**src/rtl/whack_if.sv**
```systemverilog
// whack_if: game-engine bus between button/LED glue and whack_core (Rev 1.0).
`default_nettype none

interface whack_if #(
  parameter int N_MOLES = 5,
  parameter int SCORE_W = 8,
  parameter int TIME_W  = 6
) ();
  logic               start_pulse;
  logic [N_MOLES-1:0] hit_pulse;
  logic [N_MOLES-1:0] mole_led;
  logic [SCORE_W-1:0] score;
  logic [SCORE_W-1:0] misses;
  logic [TIME_W-1:0]  time_left;
  logic               game_active;
  logic               game_over;

  modport master (
    output start_pulse, hit_pulse,
    input  mole_led, score, misses, time_left, game_active, game_over
  );

  modport slave (
    input  start_pulse, hit_pulse,
    output mole_led, score, misses, time_left, game_active, game_over
  );
endinterface

`default_nettype wire

```
**src/rtl/whack_core.sv**
```systemverilog
// whack_core: N-hole whack-a-mole engine (spawn, expiry, countdown, scoring), Rev 1.0.
// Optional WHACK_CORE_MISS_PENALTY_EN: presses on unlit holes cost one point each.
`default_nettype none

module whack_core #(
  parameter int          N_MOLES    = 5,
  parameter int          MAX_ACTIVE = 1,
  parameter int          MOLE_LIFE  = 2,
  parameter int          GAME_TICKS = 30,
  parameter int          TICK_DIV   = 100_000_000,
  parameter int          SCORE_W    = 8,
  parameter int          TIME_W     = 6,
  parameter logic [15:0] LFSR_SEED  = 16'hACE1
) (
  input  logic    clock,
  input  logic    reset,
  whack_if.slave  bus
);

  localparam int CNT_W = (TICK_DIV > 1) ? $clog2(TICK_DIV) : 1;
  localparam int AGE_W = $clog2(MOLE_LIFE + 1);
  localparam int IDX_W = $clog2(N_MOLES);
  localparam logic [CNT_W-1:0]   TICK_LAST = CNT_W'(TICK_DIV - 1);
  localparam logic [SCORE_W-1:0] SCORE_MAX = '1;
  localparam logic [15:0]        LFSR_TAPS = 16'hB400;

  typedef enum logic [1:0] {S_IDLE = 2'd0, S_PLAY = 2'd1, S_OVER = 2'd2} state_t;

  state_t             state_q, state_d;
  logic [CNT_W-1:0]   cnt_q, cnt_d;
  logic [15:0]        lfsr_q, lfsr_d;
  logic [N_MOLES-1:0] led_q, led_d;
  logic [AGE_W-1:0]   age_q [N_MOLES];
  logic [AGE_W-1:0]   age_d [N_MOLES];
  logic [SCORE_W-1:0] score_q, score_d, misses_q, misses_d;
  logic [TIME_W-1:0]  time_q, time_d;
  logic               active_q, active_d, over_q, over_d;

  logic [N_MOLES-1:0] hits, led_nx, expired;
  logic [SCORE_W-1:0] score_nx;
  logic [IDX_W-1:0]   spawn_idx;
  logic               tick;

  function automatic int popcnt(input logic [N_MOLES-1:0] v);
    int c;
    c = 0;
    for (int i = 0; i < N_MOLES; i++) c += int'(v[i]);
    return c;
  endfunction

  function automatic logic [SCORE_W-1:0] sat_add(input logic [SCORE_W-1:0] a, input int b);
    int s;
    s = int'(a) + b;
    return (s > int'(SCORE_MAX)) ? SCORE_MAX : SCORE_W'(s);
  endfunction

`ifdef WHACK_CORE_MISS_PENALTY_EN
  function automatic logic [SCORE_W-1:0] sat_sub(input logic [SCORE_W-1:0] a, input int b);
    int s;
    s = int'(a) - b;
    return (s < 0) ? '0 : SCORE_W'(s);
  endfunction
`endif

  always_comb begin
    state_d   = state_q;
    cnt_d     = cnt_q;
    lfsr_d    = {1'b0, lfsr_q[15:1]} ^ (lfsr_q[0] ? LFSR_TAPS : 16'h0000);
    led_d     = led_q;
    age_d     = age_q;
    score_d   = score_q;
    misses_d  = misses_q;
    time_d    = time_q;
    active_d  = active_q;
    over_d    = over_q;
    hits      = bus.hit_pulse & led_q;
    led_nx    = led_q & ~hits;
    expired   = '0;
    score_nx  = sat_add(score_q, popcnt(hits));
`ifdef WHACK_CORE_MISS_PENALTY_EN
    score_nx  = sat_sub(score_nx, popcnt(bus.hit_pulse & ~led_q));
`endif
    tick      = (cnt_q == TICK_LAST);
    spawn_idx = IDX_W'(32'(lfsr_q) % N_MOLES);

    case (state_q)
      S_IDLE, S_OVER: begin
        if (bus.start_pulse) begin
          state_d  = S_PLAY;
          cnt_d    = '0;
          led_d    = '0;
          score_d  = '0;
          misses_d = '0;
          time_d   = TIME_W'(GAME_TICKS);
          active_d = 1'b1;
          over_d   = 1'b0;
          for (int i = 0; i < N_MOLES; i++) age_d[i] = '0;
        end
      end
      S_PLAY: begin
        cnt_d = tick ? '0 : cnt_q + 1'b1;
        if (tick) begin
          for (int i = 0; i < N_MOLES; i++) begin
            if (led_nx[i]) begin
              if (int'(age_q[i]) + 1 >= MOLE_LIFE) begin
                led_nx[i]  = 1'b0;
                expired[i] = 1'b1;
              end else begin
                age_d[i] = age_q[i] + 1'b1;
              end
            end
          end
          misses_d = sat_add(misses_q, popcnt(expired));
          // A hole hit this very cycle is not eligible for the spawn.
          if (popcnt(led_nx) < MAX_ACTIVE && !led_nx[spawn_idx] && !hits[spawn_idx]) begin
            led_nx[spawn_idx] = 1'b1;
            age_d[spawn_idx]  = '0;
          end
          time_d = time_q - 1'b1;
          if (time_q == TIME_W'(1)) begin
            state_d  = S_OVER;
            led_nx   = '0;
            active_d = 1'b0;
            over_d   = 1'b1;
          end
        end
        led_d   = led_nx;
        score_d = score_nx;
      end
      default: state_d = S_IDLE;
    endcase
  end

  always_ff @(posedge clock or negedge reset) begin
    if (!reset) begin
      state_q  <= S_IDLE;
      cnt_q    <= '0;
      lfsr_q   <= LFSR_SEED;
      led_q    <= '0;
      score_q  <= '0;
      misses_q <= '0;
      time_q   <= '0;
      active_q <= 1'b0;
      over_q   <= 1'b0;
      for (int i = 0; i < N_MOLES; i++) age_q[i] <= '0;
    end else begin
      state_q  <= state_d;
      cnt_q    <= cnt_d;
      lfsr_q   <= lfsr_d;
      led_q    <= led_d;
      score_q  <= score_d;
      misses_q <= misses_d;
      time_q   <= time_d;
      active_q <= active_d;
      over_q   <= over_d;
      for (int i = 0; i < N_MOLES; i++) age_q[i] <= age_d[i];
    end
  end

  assign bus.mole_led    = led_q;
  assign bus.score       = score_q;
  assign bus.misses      = misses_q;
  assign bus.time_left   = time_q;
  assign bus.game_active = active_q;
  assign bus.game_over   = over_q;

endmodule

`default_nettype wire
```
**src/flat_wrapper.sv**
```systemverilog
// flat-port wrapper written by rule: the top's interface ports become plain ports
module whack_core_flat 
#(
  parameter int          N_MOLES    = 5,
  parameter int          MAX_ACTIVE = 1,
  parameter int          MOLE_LIFE  = 2,
  parameter int          GAME_TICKS = 30,
  parameter int          TICK_DIV   = 100_000_000,
  parameter int          SCORE_W    = 8,
  parameter int          TIME_W     = 6,
  parameter logic [15:0] LFSR_SEED  = 16'hACE1
)
  (clock, reset, bus_start_pulse, bus_hit_pulse, bus_mole_led, bus_score, bus_misses, bus_time_left, bus_game_active, bus_game_over);
  whack_if #(.N_MOLES(N_MOLES), .SCORE_W(SCORE_W), .TIME_W(TIME_W)) bus_i ();
  input  logic clock;
  input  logic reset;
  input wire logic [$bits(bus_i.start_pulse)-1:0] bus_start_pulse;
  input wire logic [$bits(bus_i.hit_pulse)-1:0] bus_hit_pulse;
  output wire logic [$bits(bus_i.mole_led)-1:0] bus_mole_led;
  output wire logic [$bits(bus_i.score)-1:0] bus_score;
  output wire logic [$bits(bus_i.misses)-1:0] bus_misses;
  output wire logic [$bits(bus_i.time_left)-1:0] bus_time_left;
  output wire logic [$bits(bus_i.game_active)-1:0] bus_game_active;
  output wire logic [$bits(bus_i.game_over)-1:0] bus_game_over;
  assign bus_i.start_pulse = bus_start_pulse;
  assign bus_i.hit_pulse = bus_hit_pulse;
  assign bus_mole_led = bus_i.mole_led;
  assign bus_score = bus_i.score;
  assign bus_misses = bus_i.misses;
  assign bus_time_left = bus_i.time_left;
  assign bus_game_active = bus_i.game_active;
  assign bus_game_over = bus_i.game_over;
  whack_core #(.N_MOLES(N_MOLES), .MAX_ACTIVE(MAX_ACTIVE), .MOLE_LIFE(MOLE_LIFE), .GAME_TICKS(GAME_TICKS), .TICK_DIV(TICK_DIV), .SCORE_W(SCORE_W), .TIME_W(TIME_W), .LFSR_SEED(LFSR_SEED)) u_core (.clock(clock), .reset(reset), .bus(bus_i));
endmodule
```
**config.mk**
```make
export PLATFORM = sky130hd
export DESIGN_NAME = whack_core_flat
export DESIGN_NICKNAME = d
export VERILOG_FILES = /design/src/rtl/whack_if.sv /design/src/rtl/whack_core.sv /design/src/flat_wrapper.sv
export SDC_FILE = /design/constraint.sdc
export NUM_CORES = 1
export LEC_CHECK = 0
export ABC_AREA = 1
export CORE_ASPECT_RATIO = 1.1
export CORE_MARGIN = 1
export CORE_UTILIZATION = 50
export DETAILED_ROUTE_END_ITERATION = 12
export GPL_TIMING_DRIVEN = 1
export PLACE_DENSITY = 0.66
export SYNTH_ARGS = -nofsm -noshare
export SYNTH_HDL_FRONTEND = slang
export SYNTH_SLANG_ARGS = --single-unit
```
**constraint.sdc**
```tcl
create_clock -name clock -period 12.9 [get_ports clock]
set_clock_uncertainty 0.2 [all_clocks]
set_input_delay 2.58 -clock clock [delete_from_list [all_inputs] [get_ports clock]]
set_output_delay 2.58 -clock clock [all_outputs]
set_load 0.02 [all_outputs]
```
==> results.md, run 1 <==
* Asr flop ratio synth at 100%
* CTS Buf Count at 9
* DR vias/cell at 5.31
* Die height at 149 um
* Slowest stage delay, CP at 0.42 ns
* Clk root buf: clkbuf_16
* Design area at 10,700 um2
* 1st-pass router iterations at 5
* Final Hold Fails at 0
* Row count at 53
* Tcrit/Tclk final at 91.0%
* Worst Path Required at 12.96 ns
* Mapped Avg Cell Area at 6.43 um2
* Synthesis-to-finish area growth at 9.37%
* Most used cell, CP: nand2_1
* Peak VDD IR at 0.0000823 V
* Ys flop type: dfrtp_1
* DRT iter0 DRCs at 563
* Setup CP Type: reg -> reg
* GRT Total Usage at 24.4%
* Setup-failing EPs final at 0
* CTS sink cnt at 84
* Power Density at 84.0 nW/um2
* Clock slew at reported path FFs at 0.06 ns
* XOR/XNOR Fraction of Synth Area at 3.66%
* Net Sw Frac at 32.5%
* Post-Synth Adder-Cell Area at 5.21%
* Largest family of logic cells by synthesized area: simple AND/OR/NAND/NOR gates
* Mux share of post-synthesis cell area at 0%
* Post-layout power at 901 uW
* ANT cells at 0
* Wire length per cell at 13.3 um
* Number of port buffers at 36
* Post-route ant nets at 0
* Register share of total power at 40.1%
* Initial core utilization at 51.1%
* First-pass GRT wire length at 40.4 mm
* Routability cong. at 0.923
* Final Non-Filler Cells at 1,804
* Clock latency on the worst-skew pair at 0.34 ns
* Layout cells sized above 1 at 14.5%
* Peak Freq at 85.2 MHz
* Layout fillers at 1,911
* Final nets at 1,596
* CORE AREA at 19,200 um2
* Synth Area in Simple Gates at 47.6%
* Setup TNS at 0 ns
* Final wirelength at 24.0 mm
* Number of synthesized flops with an enable pin at 0
* Ports at 37
* Hold Crit Class: reg -> reg
* Clock group share of total power at 33.8%
* Die area at 20,200 um2
* Psw at 293 uW
* Placed Instance Area at 10,300 um2
* Number of global-route vias before repair at 9,033
* Fin. max-slew vios at 0
* Hold buffers post-CTS at 0
* Post-DP HPWL at 18.6 mm
* Hold Path Depth at 0
* Residual DRC at 0
* Max-cap check violation count at 0
* Status: finished, final reports clean
* Count of state elements after synthesis at 84
* Cell depth of the worst flop-to-flop path at 80
* Combinational power share at 26.1%
* Die width at 135 um
* Post-synthesis sequential area ratio at 21.5%
* Grt ovf at 0
* Compound-gate portion of the synthesized area at 9.77%
* WHS at 0.190 ns
* Final min period at 11.74 ns
* CP max FO at 18
* Nature of the critical path endpoint: register
* CP arrival at 11.80 ns
* CP Launch Type: register
* Synth cell types at 55
* Ys Warns at 0
* Largest net degree at the start of global routing at 49
* Slowest cell on crit path: dfrtp_1
* Post-Syn Instances at 1,524
* H-tree lvl count at 3
* Placed insts at 1,783
* Clock Path Buffers at 2
* P_leak at 6.13 nW
* Initial antenna violation count at 0
* Synth Cell Area at 9800 um2
* CTS tree: done
* Synth Net Count at 1,568
* Worst-margin pin slew at 0.812 ns
* DR vias at 9,587
* Max_slew headroom at 45.7%
* Int Power at 608 uW
[power by group through the flow]
| stage | Combinational (mW) | Sequential [mW] | Clock, mW |
|---|---|---|---|
| floorplan | 0.150 | 0.370 | 0 |
| global placement | 0.231 | 0.363 | 0 |
| detailed placement | 0.236 | 0.364 | 0 |
| CTS | 0.237 | 0.360 | 0.312 |
| global route | 0.270 | 0.369 | 0.321 |
| finish | 0.235 | 0.361 | 0.304 |
[layer usage]
layer  share of wire (%)  wire length (um)  up-vias  global-route usage [%]
met5                   0                 0        -                       0
met4                 1.8               423        0                    7.19
met3                 3.2               775       25                    2.99
met2                  48             11500      159                    42.4
met1                  47             11400     4435                    31.4
li1                    -                 -     4968                       -
[synthesized netlist by cell type, types with 8 or more instances]
library cell  number  area (um2)
nand2_1          405        1520
inv_1            226         848
nand3_1          134         671
nor2_1           134         503
dfrtp_1           76        1900
o21ai_0           54         270
nand2_2           52         325
nand4_1           47         294
a21oi_1           37         185
nand3_2           34         340
xor2_1            30         263
inv_2             29         109
ha_1              28         350
nor2_2            19         119
nor2_4            17         191
nor3_1            17        85.1
o22ai_1           17         106
nand3b_1          15         113
nand2_4           12         135
xnor2_1           11        96.3
buf_6             10         113
nor4_1             9        56.3
clkbuf_1           8        30.0
dfstp_2            8         210
fa_1               8         160
o211ai_1           8        60.1
[stage by stage]
stage               utilization [%]  worst slack, ns
finish                         55.9             1.16
global route                   55.9          -0.0272
CTS                            55.4            0.707
detailed placement             53.6            0.766
global placement               53.6             1.10
floorplan                         -             2.97
[layout make-up]
cell class	count	area, um2	area share [%]
Clock inverter	4	95.1	0.887
Multi-Input combinational cell	1155	6560	61.2
Tap cell	247	309	2.88
Inverter	260	986	9.20
Timing Repair Buffer	42	403	3.76
Clock buffer	12	256	2.39
Sequential cell	84	2110	19.7
[repair_timing]
item                       in CTS  in global routing
setup endpoints to repair       0                 15
buffers inserted                0                  3
gates resized for setup         0                 12
[sequential cells by signal, indices dropped and copies added (netlist names)]
register and count:
u_core.bus.game_over 1, u_core.bus.mole_led 5, u_core.bus.score 8, u_core.state_q 2, u_core.age_q 10, u_core.bus.time_left 6, u_core.bus.game_active 1, u_core.lfsr_q 16
u_core.cnt_q 27, u_core.bus.misses 8
[layout by cell type (no fill, tap or decap), types with 3 or more instances in the layout]
cell and n:
a21o_1 3, a21oi_1 37, a31oi_1 5, buf_4 7
bufinv_16 3, clkbuf_16 9, clkdlybuf4s50_1 35, clkinv_1 3
clkinv_2 3, dfrtp_1 76, dfstp_2 8, fa_1 8
ha_1 28, inv_1 226, inv_2 28, nand2_1 405
nand2_2 48, nand2_4 16, nand3_1 132, nand3_2 37
nand3_4 7, nand3b_1 15, nand4_1 47, nand4_4 3
nor2_1 134, nor2_2 19, nor2_4 17, nor3_1 17
nor4_1 9, o2111ai_1 3, o211ai_1 8, o21ai_0 54
o21ai_1 5, o21bai_1 3, o22ai_1 17, o32ai_1 7
or2_2 4, xnor2_1 11, xor2_1 30
[worst paths after layout]
path / slack, ns / to / startpoint
max in group asynchronous: 9.50 / u_core.bus.mole_led[3]$_DFFE_PN0P_ / reset
setup reg to reg: 1.16 / u_core.bus.mole_led[4]$_DFFE_PN0P_ / u_core.lfsr_q[14]$_DFF_PN0_
min in group asynchronous: 2.01 / u_core.lfsr_q[1]$_DFF_PN0_ / reset
setup / recovery: 1.16 / u_core.bus.mole_led[4]$_DFFE_PN0P_ / u_core.lfsr_q[14]$_DFF_PN0_
hold / removal: 0.19 / u_core.lfsr_q[6]$_DFF_PN1_ / u_core.lfsr_q[7]$_DFF_PN1_
hold reg to reg: 0.19 / u_core.lfsr_q[6]$_DFF_PN1_ / u_core.lfsr_q[7]$_DFF_PN1_
[kinds of logic after synthesis]
| family | Yosys count |
|---|---|
| DFF | 84 |
| and+or+nand+nor | 918 |
| adders and majority gates | 36 |
| xor gates and xnor gates | 41 |
| buffers and inverters | 287 |
| AOI/OAI and AO/OA | 158 |
[critical path, delay by kind of cell (launching register included)]
kind | cells | cell delay (ns)
flops | 1 | 0.42
buf+inv | 11 | 0.98
fa+ha+maj | 3 | 0.64
xor+xnor | 1 | 0.22
simple gates | 63 | 8.78
compound gates | 2 | 0.39
No activity file was read; power rests on OpenSTA's default activity.
==> inputs of run 2 (changes only) <==
Settings changed: SLEW_MARGIN from default to 25.
==> results of run 2 <==
The final DEF is identical to that of run 1; final timing and power are the same.
==> inputs of run 3 (changes only) <==
Settings changed: CTS_CLUSTER_SIZE from default to 24, SLEW_MARGIN 25 to 20.
Clock period 12.9 ns to 11.6 ns, I/O delays scaled along.
==> run 3 against run 2 <==
Effect of this change: cell area grew 14%; maximum frequency increased by 5.6%; combinational power is 12% higher; register-to-register slack worse by 0.68 ns; largest power group unchanged; non-clock buffer count up 74; final cell count rose by 4.4%; sequential share of layout area fell by 2.4 points; utilization rose by 7.7 points; first-iteration DRC count down 11%; critical path depth down 4.
==> results.md, run 3 (same netlist as run 1, synthesis figures left out) <==
* Final Hold Fails at 0 (unchanged)
* Wire length per cell at 13.6 um (+2.5%)
* Residual DRC at 0 (unchanged)
* Pre-CTS WS at -0.258 ns (-1.02 ns)
* Synthesis-to-finish area growth at 24.4%
* CP Launch Type: register
* Fin. max-slew vios at 0 (unchanged)
* Max-cap check violation count at 0 (unchanged)
* H-tree lvl count at 3 (unchanged)
* Design area at 12,200 um2 (+14%)
* Slowest cell on crit path: dfstp_2
* Most used cell, CP: nand2_4
* Post-DP HPWL at 18.2 mm (-2.2%)
* Grt ovf at 0 (unchanged)
* Setup-failing EPs final at 0 (unchanged)
* Clk root buf: clkbuf_16
* Final wirelength at 25.7 mm (+6.9%)
* 1st-pass router iterations at 7 (+2)
* P_leak at 6.78 nW (+11%)
* Met2 WL at 12.6 mm (+9.9%)
* Final min period at 11.12 ns (-0.620 ns)
* CTS Buf Count at 9 (unchanged)
* Fin util at 63.6% (+7.7 points)
* Hold buffers post-CTS at 0 (unchanged)
* Biggest regs: u_core.cnt_q x27, u_core.lfsr_q x16, u_core.age_q x10
* DR vias/cell at 5.36 (+0.83%)
* Slowest stage delay, CP at 0.59 ns (+0.17 ns)
* Placed Instance Area at 10,300 um2 (+0.15%)
* Status: finished, final reports clean
* Post-layout power at 979 uW (+8.7%)
* Setup TNS at 0 ns (unchanged)
* Row count at 53 (unchanged)
* ANT cells at 0 (unchanged)
* Clock Path Buffers at 2 (unchanged)
* Final nets at 1,675 (+4.9%)
* CP arrival at 11.13 ns (-0.67 ns)
* Initial core utilization at 51.1% (unchanged)
* Worst Path Required at 11.61 ns (-1.35 ns)
* Die area at 20,200 um2 (unchanged)
* Max reg flops at 27 (unchanged)
* CORE AREA at 19,200 um2 (unchanged)
* First-pass GRT wire length at 40.7 mm (+0.67%)
* Max_slew headroom at 40.4% (-5.3 points)
* Clock slew at reported path FFs at 0.06 ns (about the same)
* Number of port buffers at 36 (unchanged)
* DRT iter0 DRCs at 499 (-11%)
* Peak VDD IR at 0.000101 V (+22%)
* Tcrit/Tclk final at 95.9% (+4.9 points)
* Peak Freq at 89.9 MHz (+5.6%)
* Most common cell after layout, fill and taps aside: nand2_1
* Nature of the critical path endpoint: register
* Power Density at 80.3 nW/um2 (-4.5%)
* GRT Total Usage at 24.4% (about the same)
* Wire length on met3 at 1.01 mm (+31%)
* Layout cells sized above 1 at 24.6% (+10 points)
* Post-route ant nets at 0 (unchanged)
* Hold Crit Class: reg -> reg
* Die width at 135 um (unchanged)
* Clock latency on the worst-skew pair at 0.33 ns (about the same)
* Most frequent cells in the layout: 357 x nand2_1, 225 x inv_1, 124 x nor2_1
* CTS sink cnt at 84 (unchanged)
* Layout fillers at 1,704 (-11%)
* CP max FO at 9 (-9)
* Number of global-route vias before repair at 9,037 (+0.044%)
* M1 WL at 11.6 mm (+2.2%)
* Setup CP Type: reg -> reg
* Worst-margin pin slew at 0.891 ns (+0.0787 ns)
* Initial antenna violation count at 0 (unchanged)
* Top Layer Used: met4
* Largest net degree at the start of global routing at 48 (-2.0%)
* Biggest register: u_core.cnt_q
* Die height at 149 um (unchanged)
* Slack of the critical path at 0.480 ns (-0.680 ns)
* Ports at 37 (unchanged)
* Routability cong. at 0.922 (-0.12%)
* DR vias at 10,100 (+5.2%)
* CTS tree: done
[run 3: metrics by stage]
stage	hold WS [ns]	std cells
floorplan	0.161	1524
global placement	0.181	1785
detailed placement	0.184	1785
CTS	0.193	1802
global route	0.194	1883
finish	0.193	1883
[run 3: critical path, delay by kind of cell (launching register included)]
kind | cells | cell delay [ns]
compound gates | 3 | 0.49
simple gates | 60 | 7.92
buf+inv | 10 | 1.18
fa+ha+maj | 2 | 0.38
xor+xnor | 1 | 0.18
flops | 1 | 0.59
[run 3: worst paths after layout]
check / startpoint / to / slack, ns / depth (start not counted)
worst max register to register: u_core.lfsr_q[13]$_DFF_PN1_ / u_core.age_q[3]$_DFFE_PN0P_ / 0.48 / 76
worst min-delay path: u_core.lfsr_q[7]$_DFF_PN1_ / u_core.lfsr_q[6]$_DFF_PN1_ / 0.19 / 0
worst min register to register: u_core.lfsr_q[7]$_DFF_PN1_ / u_core.lfsr_q[6]$_DFF_PN1_ / 0.19 / 0
worst max-delay path: u_core.lfsr_q[13]$_DFF_PN1_ / u_core.age_q[3]$_DFFE_PN0P_ / 0.48 / 76
max in group asynchronous: reset / u_core.lfsr_q[14]$_DFF_PN0_ / 8.43 / 2
min in group asynchronous: reset / u_core.age_q[2]$_DFFE_PN0P_ / 1.74 / 1
[run 3: area by class of cell]
type / instances / area [um2] / area share, %
clock buffer: 11 / 243 / 1.99
clock inverter: 5 / 82.6 / 0.677
inverter: 260 / 993 / 8.15
multi-input combinational: 1160 / 7430 / 61.0
sequential: 84 / 2110 / 17.3
tap: 247 / 309 / 2.54
timing repair buffer: 116 / 1020 / 8.35
[run 3: layer usage]
layer,track usage (%),up-vias
met5,0,-
met4,6.97,0
met3,2.38,36
met2,41.8,233
met1,32.4,4681
li1,-,5140
[run 3: power breakdown]
group	switching [mW]	internal, mW
registers	0.0537	0.348
clock network	0.118	0.195
logic	0.158	0.106
[run 3: timing repair]
item / 4_1_cts / 5_1_grt
setup buffers: 0 / 75
gates cloned: 1 / 6
setup endpoints to repair: 15 / 15
resized for setup: 7 / 198
pin swaps: 0 / 91
